<file path="src/rtl/centroid_pkg.sv">
// centroid_pkg: shared types, widths and helpers for the centroid accumulator
package centroid_pkg;
  localparam int SUM_WIDTH = 32;
  typedef enum logic [1:0] {IDLE, ISSUE_X, ISSUE_Y, WAIT} state_t;
  function automatic int wait_timeout(input int latency);
    return latency + 4;
  endfunction
  function automatic logic [SUM_WIDTH-1:0] sat_add(input logic [SUM_WIDTH-1:0] a, input logic [SUM_WIDTH-1:0] b);
    logic [SUM_WIDTH:0] s;
    s = {1'b0, a} + {1'b0, b};
    return s[SUM_WIDTH] ? {SUM_WIDTH{1'b1}} : s[SUM_WIDTH-1:0];
  endfunction
endpackage

</file>
<file path="src/rtl/centroid_accumulator_if.sv">
// centroid_accumulator_if: request/result bus to the shared pipelined divider
interface centroid_accumulator_if;
  import centroid_pkg::*;
  logic [SUM_WIDTH-1:0] dividend;
  logic [SUM_WIDTH-1:0] divisor;
  logic valid;
  logic [SUM_WIDTH-1:0] quotient;
  logic result_valid;
  modport master(output dividend, divisor, valid, input quotient, result_valid);
  modport slave(input dividend, divisor, valid, output quotient, result_valid);
endinterface

</file>
<file path="src/rtl/coord_accumulator.sv">
// coord_accumulator: saturating per-frame coordinate sums and pixel count with snapshot-and-clear
module coord_accumulator
  import centroid_pkg::*;
#(
  parameter int HWIDTH = 11,
  parameter int VWIDTH = 10
) (
  input  logic clk_in,
  input  logic rst_in,
  input  logic hit,
  input  logic clear,
  input  logic snap,
  input  logic [HWIDTH-1:0] hcount,
  input  logic [VWIDTH-1:0] vcount,
  output logic [SUM_WIDTH-1:0] snap_sum_x,
  output logic [SUM_WIDTH-1:0] snap_sum_y,
  output logic [SUM_WIDTH-1:0] snap_count,
  output logic [SUM_WIDTH-1:0] next_count
);
  logic [SUM_WIDTH-1:0] sum_x, sum_y, count, next_x, next_y;
  always_comb begin
    next_x = hit ? sat_add(sum_x, SUM_WIDTH'(hcount)) : sum_x;
    next_y = hit ? sat_add(sum_y, SUM_WIDTH'(vcount)) : sum_y;
    next_count = hit ? sat_add(count, SUM_WIDTH'(1)) : count;
  end
  // the snapshot takes the post-add values so a pixel coinciding with clear is kept
  always_ff @(posedge clk_in)
    if (rst_in) begin
      sum_x <= '0;
      sum_y <= '0;
      count <= '0;
      snap_sum_x <= '0;
      snap_sum_y <= '0;
      snap_count <= '0;
    end else begin
      sum_x <= clear ? '0 : next_x;
      sum_y <= clear ? '0 : next_y;
      count <= clear ? '0 : next_count;
      if (snap) begin
        snap_sum_x <= next_x;
        snap_sum_y <= next_y;
        snap_count <= next_count;
      end
    end
endmodule

</file>
<file path="src/rtl/centroid_accumulator.sv">
// centroid_accumulator: per-frame mask centroid computed through the shared pipelined divider
module centroid_accumulator
  import centroid_pkg::*;
#(
  parameter int HWIDTH = 11,
  parameter int VWIDTH = 10,
  parameter int MIN_PIXELS = 16,
  parameter int DIV_LATENCY = 16
) (
  input  logic clk_in,
  input  logic rst_in,
  input  logic [HWIDTH-1:0] hcount_in,
  input  logic [VWIDTH-1:0] vcount_in,
  input  logic pixel_valid_in,
  input  logic mask_in,
  input  logic frame_end_in,
  centroid_accumulator_if.master div,
  output logic [HWIDTH-1:0] x_out,
  output logic [VWIDTH-1:0] y_out,
  output logic centroid_valid_out,
  output logic no_detect_out,
  output logic frame_dropped_out,
  output logic busy_out
);
  localparam int TIMEOUT = wait_timeout(DIV_LATENCY);
  localparam int TW = $clog2(TIMEOUT);
  state_t state, state_nx;
  logic [TW-1:0] timer;
  logic [HWIDTH-1:0] x_hold;
  logic [SUM_WIDTH-1:0] snap_sum_x, snap_sum_y, snap_count, next_count;
  logic got_x, accept, low, done, expire;
  coord_accumulator #(.HWIDTH(HWIDTH), .VWIDTH(VWIDTH)) acc (
    .clk_in(clk_in),
    .rst_in(rst_in),
    .hit(pixel_valid_in && mask_in),
    .clear(frame_end_in),
    .snap(accept),
    .hcount(hcount_in),
    .vcount(vcount_in),
    .snap_sum_x(snap_sum_x),
    .snap_sum_y(snap_sum_y),
    .snap_count(snap_count),
    .next_count(next_count)
  );
  always_comb begin
    accept = frame_end_in && state == IDLE;
    low = next_count < SUM_WIDTH'(MIN_PIXELS);
    done = state == WAIT && div.result_valid && got_x;
    expire = state == WAIT && timer == TW'(TIMEOUT - 1) && !done;
    state_nx = state;
    case (state)
      IDLE:    state_nx = accept && !low ? ISSUE_X : IDLE;
      ISSUE_X: state_nx = ISSUE_Y;
      ISSUE_Y: state_nx = WAIT;
      default: state_nx = done || expire ? IDLE : WAIT;
    endcase
    div.valid = state == ISSUE_X || state == ISSUE_Y;
    div.dividend = state == ISSUE_X ? snap_sum_x : snap_sum_y;
    div.divisor = snap_count;
    busy_out = state != IDLE;
  end
  // results come back in issue order: x first, then y
  always_ff @(posedge clk_in)
    if (rst_in) begin
      state <= IDLE;
      timer <= '0;
      got_x <= 1'b0;
      x_hold <= '0;
      x_out <= '0;
      y_out <= '0;
      centroid_valid_out <= 1'b0;
      no_detect_out <= 1'b0;
      frame_dropped_out <= 1'b0;
    end else begin
      state <= state_nx;
      timer <= state == WAIT ? timer + 1'b1 : '0;
      got_x <= state == WAIT && !done && !expire && (got_x || div.result_valid);
      if (state == WAIT && div.result_valid && !got_x) x_hold <= div.quotient[HWIDTH-1:0];
      if (done) begin
        x_out <= x_hold;
        y_out <= div.quotient[VWIDTH-1:0];
      end
      centroid_valid_out <= done;
      no_detect_out <= accept && low;
      frame_dropped_out <= (frame_end_in && state != IDLE) || expire;
    end
endmodule

</file>
<file path="src/flat_wrapper.sv">
// flat-port wrapper written by rule: the top's interface ports become plain ports
module centroid_accumulator_flat import centroid_pkg::*;
#(
  parameter int HWIDTH = 11,
  parameter int VWIDTH = 10,
  parameter int MIN_PIXELS = 16,
  parameter int DIV_LATENCY = 16
)
  (clk_in, rst_in, hcount_in, vcount_in, pixel_valid_in, mask_in, frame_end_in, x_out, y_out, centroid_valid_out, no_detect_out, frame_dropped_out, busy_out, div_dividend, div_divisor, div_valid, div_quotient, div_result_valid);
  centroid_accumulator_if div_i ();
  input  logic clk_in;
  input  logic rst_in;
  input  logic [HWIDTH-1:0] hcount_in;
  input  logic [VWIDTH-1:0] vcount_in;
  input  logic pixel_valid_in;
  input  logic mask_in;
  input  logic frame_end_in;
  output logic [HWIDTH-1:0] x_out;
  output logic [VWIDTH-1:0] y_out;
  output logic centroid_valid_out;
  output logic no_detect_out;
  output logic frame_dropped_out;
  output logic busy_out;
  output wire logic [$bits(div_i.dividend)-1:0] div_dividend;
  output wire logic [$bits(div_i.divisor)-1:0] div_divisor;
  output wire logic [$bits(div_i.valid)-1:0] div_valid;
  input wire logic [$bits(div_i.quotient)-1:0] div_quotient;
  input wire logic [$bits(div_i.result_valid)-1:0] div_result_valid;
  assign div_dividend = div_i.dividend;
  assign div_divisor = div_i.divisor;
  assign div_valid = div_i.valid;
  assign div_i.quotient = div_quotient;
  assign div_i.result_valid = div_result_valid;
  centroid_accumulator #(.HWIDTH(HWIDTH), .VWIDTH(VWIDTH), .MIN_PIXELS(MIN_PIXELS), .DIV_LATENCY(DIV_LATENCY)) u_core (.clk_in(clk_in), .rst_in(rst_in), .hcount_in(hcount_in), .vcount_in(vcount_in), .pixel_valid_in(pixel_valid_in), .mask_in(mask_in), .frame_end_in(frame_end_in), .div(div_i), .x_out(x_out), .y_out(y_out), .centroid_valid_out(centroid_valid_out), .no_detect_out(no_detect_out), .frame_dropped_out(frame_dropped_out), .busy_out(busy_out));
endmodule
</file>
<file path="config.mk">
export PLATFORM = sky130hd
export DESIGN_NAME = centroid_accumulator_flat
export DESIGN_NICKNAME = d
export VERILOG_FILES = /design/src/rtl/centroid_pkg.sv /design/src/rtl/centroid_accumulator_if.sv /design/src/rtl/coord_accumulator.sv /design/src/rtl/centroid_accumulator.sv /design/src/flat_wrapper.sv
export SDC_FILE = /design/constraint.sdc
export NUM_CORES = 1
export LEC_CHECK = 0
export CORE_MARGIN = 2
export CORE_UTILIZATION = 53
export CTS_CLUSTER_DIAMETER = 100
export DETAILED_ROUTE_END_ITERATION = 8
export PLACE_DENSITY = 0.82
export REMOVE_ABC_BUFFERS = 1
export SYNTH_ARGS = -nofsm -noshare
export SYNTH_HDL_FRONTEND = slang
export SYNTH_HIERARCHICAL = 1
export SYNTH_SLANG_ARGS = --single-unit
</file>
<file path="constraint.sdc">
create_clock -name clk_in -period 5.4 [get_ports clk_in]
set_clock_uncertainty 0.1 [all_clocks]
set_input_delay 0.54 -clock clk_in [delete_from_list [all_inputs] [get_ports clk_in]]
set_output_delay 0.54 -clock clk_in [all_outputs]
set_load 0.05 [all_outputs]
</file>
### After elaboration in Yosys (flattened, before gate mapping)

Index checks and enable logic that the tools add are counted.

* $add $sub $neg: 4
* magnitude comparators: 1
* equality and inequality tests: 4
* mux-type cells: 10
* bitwise logic cells: 1
* reduce and logical (&&, ||, !) cells: 25

Operators by type and width (number)
* $mux W32: 7
* $add A32 B1 Y33 const B: 1
* $add A32 B10 Y33: 1
* $add A32 B11 Y33: 1
* $lt A32 B5 Y1 const B: 1
* $logic_and A1 B1 Y1: 13
* $pmux W2 S3: 1
* $add A5 B1 Y5 const B: 1
* $eq A5 B5 Y1 const B: 1
* $eq A2 B2 Y1 const B: 2
* $logic_not A1 Y1: 4
* $logic_or A1 B1 Y1: 4
* $reduce_or A2 Y1: 2
* $eq A2 B1 Y1 const B: 1
* $logic_not A2 Y1: 1
* $mux W2: 1
* $reduce_bool A2 Y1: 1
* $mux W1: 1
* $not A1 Y1: 1

* register bits after elaboration: 235

### Longest topological paths before layout

Gate-level depths: netlist of the first run.

* word-level depth: 8
* mapped depth: 12
* gate-level depth less buffers: 11

### Cells and area by module

Netlist of the first run, hierarchy kept.

Modules (own cells, without submodules)
* coord_accumulator: instances 1, cells each 1057, area each 9141.3 sq um, sequential area each 3843.7 sq um
* centroid_accumulator: instances 1, cells each 235, area each 1998.2 sq um, sequential area each 860.8 sq um

### Least setup slack after synthesis of the first run

Ideal clock, no wire load.

* path kind: input port to flip-flop
* from: input hcount_in[0]
* to: register u_core.acc.sum_x[20]
* setup time: 0.132 ns
* arrival time: 2.757 ns
* setup slack: 2.411 ns
* cell stages on the path: 9
* path buffers: 2
* cells stage by stage: ha_1 > fa_1 > a21o_1 > a221oi_1 > o31a_1 > or3_1 > buf_2 > buf_2 > a21oi_1

* word-level cells in the longest chain between the ends: 3

RTL lines
* from (decl): RTL line flat_wrapper.sv:13 `input logic [HWIDTH-1:0] hcount_in;`
* $add A32 B11 Y33: RTL line centroid_pkg.sv:10 `s = {1'b0, a} + {1'b0, b};`
* $mux W32: RTL line centroid_pkg.sv:11 `return s[SUM_WIDTH] ? {SUM_WIDTH{1'b1}} : s[SUM_WIDTH-1:0];`
* $mux W32: RTL line coord_accumulator.sv:22 `next_x = hit ? sat_add(sum_x, SUM_WIDTH'(hcount)) : sum_x;`
* to (signal assigned): RTL line coord_accumulator.sv:36 `sum_x <= clear ? '0 : next_x;`
* to (decl): RTL line coord_accumulator.sv:20 `logic [SUM_WIDTH-1:0] sum_x, sum_y, count, next_x, next_y;`

Every way passes these cells.
A chain may end at the register's enable or synchronous reset.

### Worst setup path after layout of the first run

* from: input vcount_in[0]
* to: register u_core.acc.snap_sum_y[19]

* word-level cells in the longest chain between the ends: 3

RTL lines
* from (decl): RTL line flat_wrapper.sv:14 `input logic [VWIDTH-1:0] vcount_in;`
* $add A32 B10 Y33: RTL line centroid_pkg.sv:10
* $mux W32: RTL line centroid_pkg.sv:11
* $mux W32: RTL line coord_accumulator.sv:23 `next_y = hit ? sat_add(sum_y, SUM_WIDTH'(vcount)) : sum_y;`
* to (signal assigned): RTL line coord_accumulator.sv:41 `snap_sum_y <= next_y;`
* to (decl): RTL line coord_accumulator.sv:16 `output logic [SUM_WIDTH-1:0] snap_sum_y,`

Every way passes these cells.

==> flow_summary.ini, run 1 <==
[run_status]
status = complete, no violations

[die]
rows = 52
die-area_um2 = 22200
io-pin-count = 149
die_x_um = 149
initial_core_util_pct = 54.5
core-area_um2 = 20400
die_y_um = 149

[global_routing]
gr-max-usage-layer = met2
use_met3_pct = 2.97
overflow = 0
grt_antenna_before_repair = 0
grtUsageTotal_pct = 23.2
grt_pass1_vias = 8895
grt_max_degree = 82
use_met2_pct = 39.6
grt_pass1_wl_mm = 42.8
use_met1_pct = 30.8

[route]
first_pass_iters = 5
vias_per_cell = 5.74
remaining_drc_errors = 0
drtIter0Drc = 636
routed_wl_mm = 26.3
avgRoutedWirePerCell_um = 15.8
vias = 9544
postRouteAntennaNets = 0

[layout]
drive_above_1_share_pct = 8.83
post_layout_nonfiller_instances = 1663
areaGrowthSynthToFinish_pct = 19.8
nets = 1463
diodes = 0

[placement]
dp.cells = 1619
hpwl_mm = 17.7
io_buffers = 127
place_congestion = 0.918

[setup_path]
start_kind = input pin
critical_path.slowest_cell = and2_1
crit_path_end_kind = flip-flop
critPathMaxFanout = 21
worst-setup-path-type = in -> reg
worstPathCellList = clkdlybuf4s50_1, ha_1, fa_1, a21o_1, a221oi_1, o21a_1, or3_1, and2_1, a311oi_1
cp_data_required_time_ns = 5.64
worstPathArrival_ns = 3.89
cp_slowest_stage_delay_ns = 0.65

[clock_tree]
htree_levels = 1
cts_max_path_buffers = 3
hold_buffers = 0
cts_tree = built
cts_resized = 0
postCtsSetupBuffers = 0
cts.sinks = 235
cts_buffers = 25
clk_pin_slew_ns = 0.06
clock_latency_ns = 0.51
cts-root-buf = clkbuf_16

[timing]
drv_slew = 0
setup_tns_ns = 0
rsz0062_at_grt = no
fin_crit_ns = 3.65
final-hold-violation-count = 0
min_period_over_period_pct = 67.6
setup_violations = 0
whs_ns = 0.351
slew_headroom_pct = 28.3
fmax_mhz = 274
tightestPinTransition_ns = 1.08

[synth]
syn_area_per_cell_um2 = 8.64
syn_area_um2 = 11100
synth_warnings = 6
syn-instance-count = 1288

[job]
drv_cap = 0

[power]
total_power_mw = 3.94
power.clock.fraction_pct = 44.6
pwr_density_cell_nw_per_um2 = 295
p_sw_mw = 0.945
p_seq_share_pct = 45.7
leakage_nw = 4.81
p_sw_share_pct = 24.0
combPwrFrac_pct = 9.7
internal_power_mw = 2.99
vdd_drop_max_mv = 0.284

[min_path]
hp-class = reg -> reg
registers in the layout, summed over array words and instances, names as in the netlist:
signal,count
u_core/frame_dropped_out,1
u_core/acc/snap_sum_y,32
u_core/x_hold,11
u_core/timer,5
u_core/acc/snap_sum_x,32
u_core/acc/snap_count,32
u_core/x_out,11
u_core/centroid_valid_out,1
u_core/acc/count,32
u_core/acc/sum_y,32
u_core/no_detect_out,1
u_core/acc/sum_x,32
u_core/got_x,1
u_core/y_out,10
u_core/state,2
per-stage QoR:
stage               worst slack, ns  utilization (%)  area, um^2
floorplan                      1.23                -       10800
global placement               1.34             61.1       12500
detailed placement             1.26             61.1       12500
CTS                            1.79             65.2       13300
global route                   1.48             65.2       13300
finish                         1.75             65.2       13300
layer usage:
| layer | vias to the layer above | share of wire (%) |
|---|---|---|
| met5 | - | 0 |
| met4 | 0 | 2.5 |
| met3 | 58 | 5.7 |
| met2 | 287 | 47 |
| met1 | 4453 | 45 |
| li1 | 4746 | - |
cell type report:
cell class | instances | area, um^2
inverters | 37 | 141
clock inverters | 9 | 126
flip-flops and latches | 235 | 4700
clock buffers | 35 | 723
multi-input cells | 941 | 5960
repair buffers | 136 | 1340
fillers | 1689 | 7100
well taps | 270 | 338
worst max-delay path, delay by kind of cell:
kind | cells | cell delay, ns
compound gates | 4 | 1.45
fa+ha+maj | 2 | 0.65
buf+inv | 1 | 0.41
simple gates | 2 | 0.84
cells in the final DEF, fill, tap and decap left out, types with 20 or more instances in the layout:
cell               n
nand4_1           20
xnor2_1           60
inv_1             36
clkdlybuf4s50_1  126
nand2b_1          30
nor2_1           192
ha_1              26
a211oi_1          50
mux2_2            32
nand2_1          117
dfxtp_1          235
clkbuf_16         25
a21oi_1           92
a211oi_2          20
nand3_1           39
nor3_1            27
worst paths after layout:
path / to / start / slack, ns / cells after the start
min: u_core/timer[0] / u_core/timer[0] / 0.35 / 1
max reg2reg: u_core/acc/snap_sum_y[19] / u_core/acc/sum_y[0] / 1.90 / 8
min reg2reg: u_core/timer[0] / u_core/timer[0] / 0.35 / 1
max: u_core/acc/snap_sum_y[19] / vcount_in[0] / 1.75 / 9
power by group through the flow:
stage	sequential (mW)	combinational, mW	clock [mW]
2_1_floorplan	1.87	0.210	0
3_3_place_gp	1.83	0.374	0
3_5_place_dp	1.83	0.380	0
4_1_cts	1.80	0.383	1.78
5_1_grt	1.80	0.413	1.85
6_report	1.80	0.383	1.75
No activity file was read; power rests on OpenSTA's default activity.
==> run 2: changes to the inputs <==
==> constraint.sdc (replaced) <==
create_clock -name clk_in -period 3.8 [get_ports clk_in]
set_clock_uncertainty 0.1 [all_clocks]
set_input_delay 0.38 -clock clk_in [delete_from_list [all_inputs] [get_ports clk_in]]
set_output_delay 0.38 -clock clk_in [all_outputs]
set_load 0.05 [all_outputs]
==> run 2 against run 1 <==
Effect of this change: non-clock buffer count rose by 15; hold slack lost 0.0017 ns; critical endpoint is now u_core/state[0]; cell count grew 0.72%; die area unchanged; utilization grew 0.34 points; largest cell class unchanged; setup slack worse by 1.1 ns.
==> flow_summary.ini, run 2 (same netlist as run 1, synthesis figures left out) <==
[placement]
place_congestion = 0.884
io_buffers = 127
dp.cells = 1634
place_ws_ns = 0.327
hpwl_mm = 18.4

[route]
remaining_drc_errors = 0
vias = 9656
vias_per_cell = 5.76
drtIter0Drc = 576
routed_wl_mm = 27.1
first_pass_iters = 5
avgRoutedWirePerCell_um = 16.2
postRouteAntennaNets = 0

[clock_tree]
clock_latency_ns = 0.51
postCtsSetupBuffers = 0
cts_max_path_buffers = 3
clk_pin_slew_ns = 0.06
htree_levels = 1
cts-root-buf = clkbuf_16
cts_buffers = 25
cts_tree = built
hold_buffers = 0
cts.sinks = 235
cts_resized = 0

[job]
drv_cap = 0

[timing]
drv_slew = 0
min_period_over_period_pct = 83.7
tightestPinTransition_ns = 0.891
slew_headroom_pct = 40.6
fin_crit_ns = 3.18
rsz0062_at_grt = no
fmax_mhz = 315
setup_slack_ns = 0.620
setup_tns_ns = 0
setup_violations = 0
final-hold-violation-count = 0

[layout]
post_layout_nonfiller_instances = 1675
areaGrowthSynthToFinish_pct = 20.4
final_util_pct = 65.6
final_cell_mix = dfxtp_1, nor2_1, clkdlybuf4s50_1
layout_commonest_cell = dfxtp_1
drive_above_1_share_pct = 9.61
nets = 1478
nFillCells = 1685
diodes = 0
register_area_um2 = 4700
multi_input_area_um2 = 5960

[power]
leakage_nw = 4.86
pwr_density_cell_nw_per_um2 = 412
combPwrFrac_pct = 10.0
p_seq_share_pct = 46.3
power.clock.fraction_pct = 43.6
internal_power_mw = 4.18
p_sw_share_pct = 24.2
p_sw_mw = 1.33
vdd_drop_max_mv = 0.332
total_power_mw = 5.51

[die]
die-area_um2 = 22200
io-pin-count = 149
rows = 52
die_x_um = 149
die_y_um = 149
core-area_um2 = 20400
initial_core_util_pct = 54.5

[min_path]
hp-class = reg -> reg

[setup_path]
crit_buf_inv = 1
critical_path.slowest_cell = or4_1
cp_top_family = simple AND/OR/NAND/NOR gates
start_kind = flip-flop
worstPathArrival_ns = 3.44
cp_data_required_time_ns = 4.06
worstPathCellList = nand3_1, or4_1, nor4_1, a41o_1, inv_1, nor4_1, nand4_1, nor2_1, o22ai_1
cp_common_cell = nor4_1
cp_slowest_stage_delay_ns = 0.74
worst-setup-path-type = reg -> reg
critPathMaxFanout = 7
crit_path_end_kind = flip-flop

[global_routing]
grtUsageTotal_pct = 23.8
grt_pass1_wl_mm = 43.9
grt_max_degree = 69
grt_pass1_vias = 8957
overflow = 0
grt_antenna_before_repair = 0

[run_status]
status = complete, no violations
-- run 2: cell count changes in the layout (fill, tap and decap cells not counted) --
cell	delta
buf_4	+15
bufinv_16	-1
clkinv_2	-1
clkinv_4	-1
clkinvlp_4	-1
inv_6	+1
-- run 2: final timing paths --
check                          to  slack [ns]  cells after the start                 from
setup reg to reg  u_core/state[0]        0.62                      9  u_core/acc/count[6]
hold / removal    u_core/timer[0]        0.35                      1      u_core/timer[0]
setup / recovery  u_core/state[0]        0.62                      9  u_core/acc/count[6]
hold reg to reg   u_core/timer[0]        0.35                      1      u_core/timer[0]
-- run 2: routing by layer --
metal	up-vias	global-route usage [%]	share of wire, %
met5	-	0	0
met4	0	8.48	3.2
met3	63	2.94	5.7
met2	307	40.2	47
met1	4510	31.7	44
li1	4776	-	-
-- run 2: stage by stage --
stage	hold WS (ns)	area [um^2]
floorplan	0.318	10800
global placement	0.328	12600
detailed placement	0.344	12600
CTS	0.341	13400
global route	0.344	13400
finish	0.350	13400
-- run 2: worst register-to-register path, delay by kind of cell (launching register included) --
family / cells / cell delay [ns]
buf+inv: 1 / 0.06
compound gates: 2 / 0.40
simple gates: 6 / 2.09
flops: 1 / 0.38
-- run 2: final cells by class --
type / count / share of cell area, %
Sequential cell: 235 / 35.1
Inverter: 37 / 1.06
Tap cell: 270 / 2.52
Clock inverter: 6 / 0.626
Timing Repair Buffer: 151 / 10.8
Multi-Input combinational cell: 941 / 44.5
Clock buffer: 35 / 5.40
-- run 2: power groups by stage --
| stage | combinational, mW | clock (mW) | sequential, mW |
|---|---|---|---|
| finish | 0.552 | 2.41 | 2.56 |
| global route | 0.594 | 2.54 | 2.56 |
| CTS | 0.553 | 2.45 | 2.55 |
| detailed placement | 0.548 | 0 | 2.61 |
| global placement | 0.542 | 0 | 2.61 |
| floorplan | 0.298 | 0 | 2.65 |
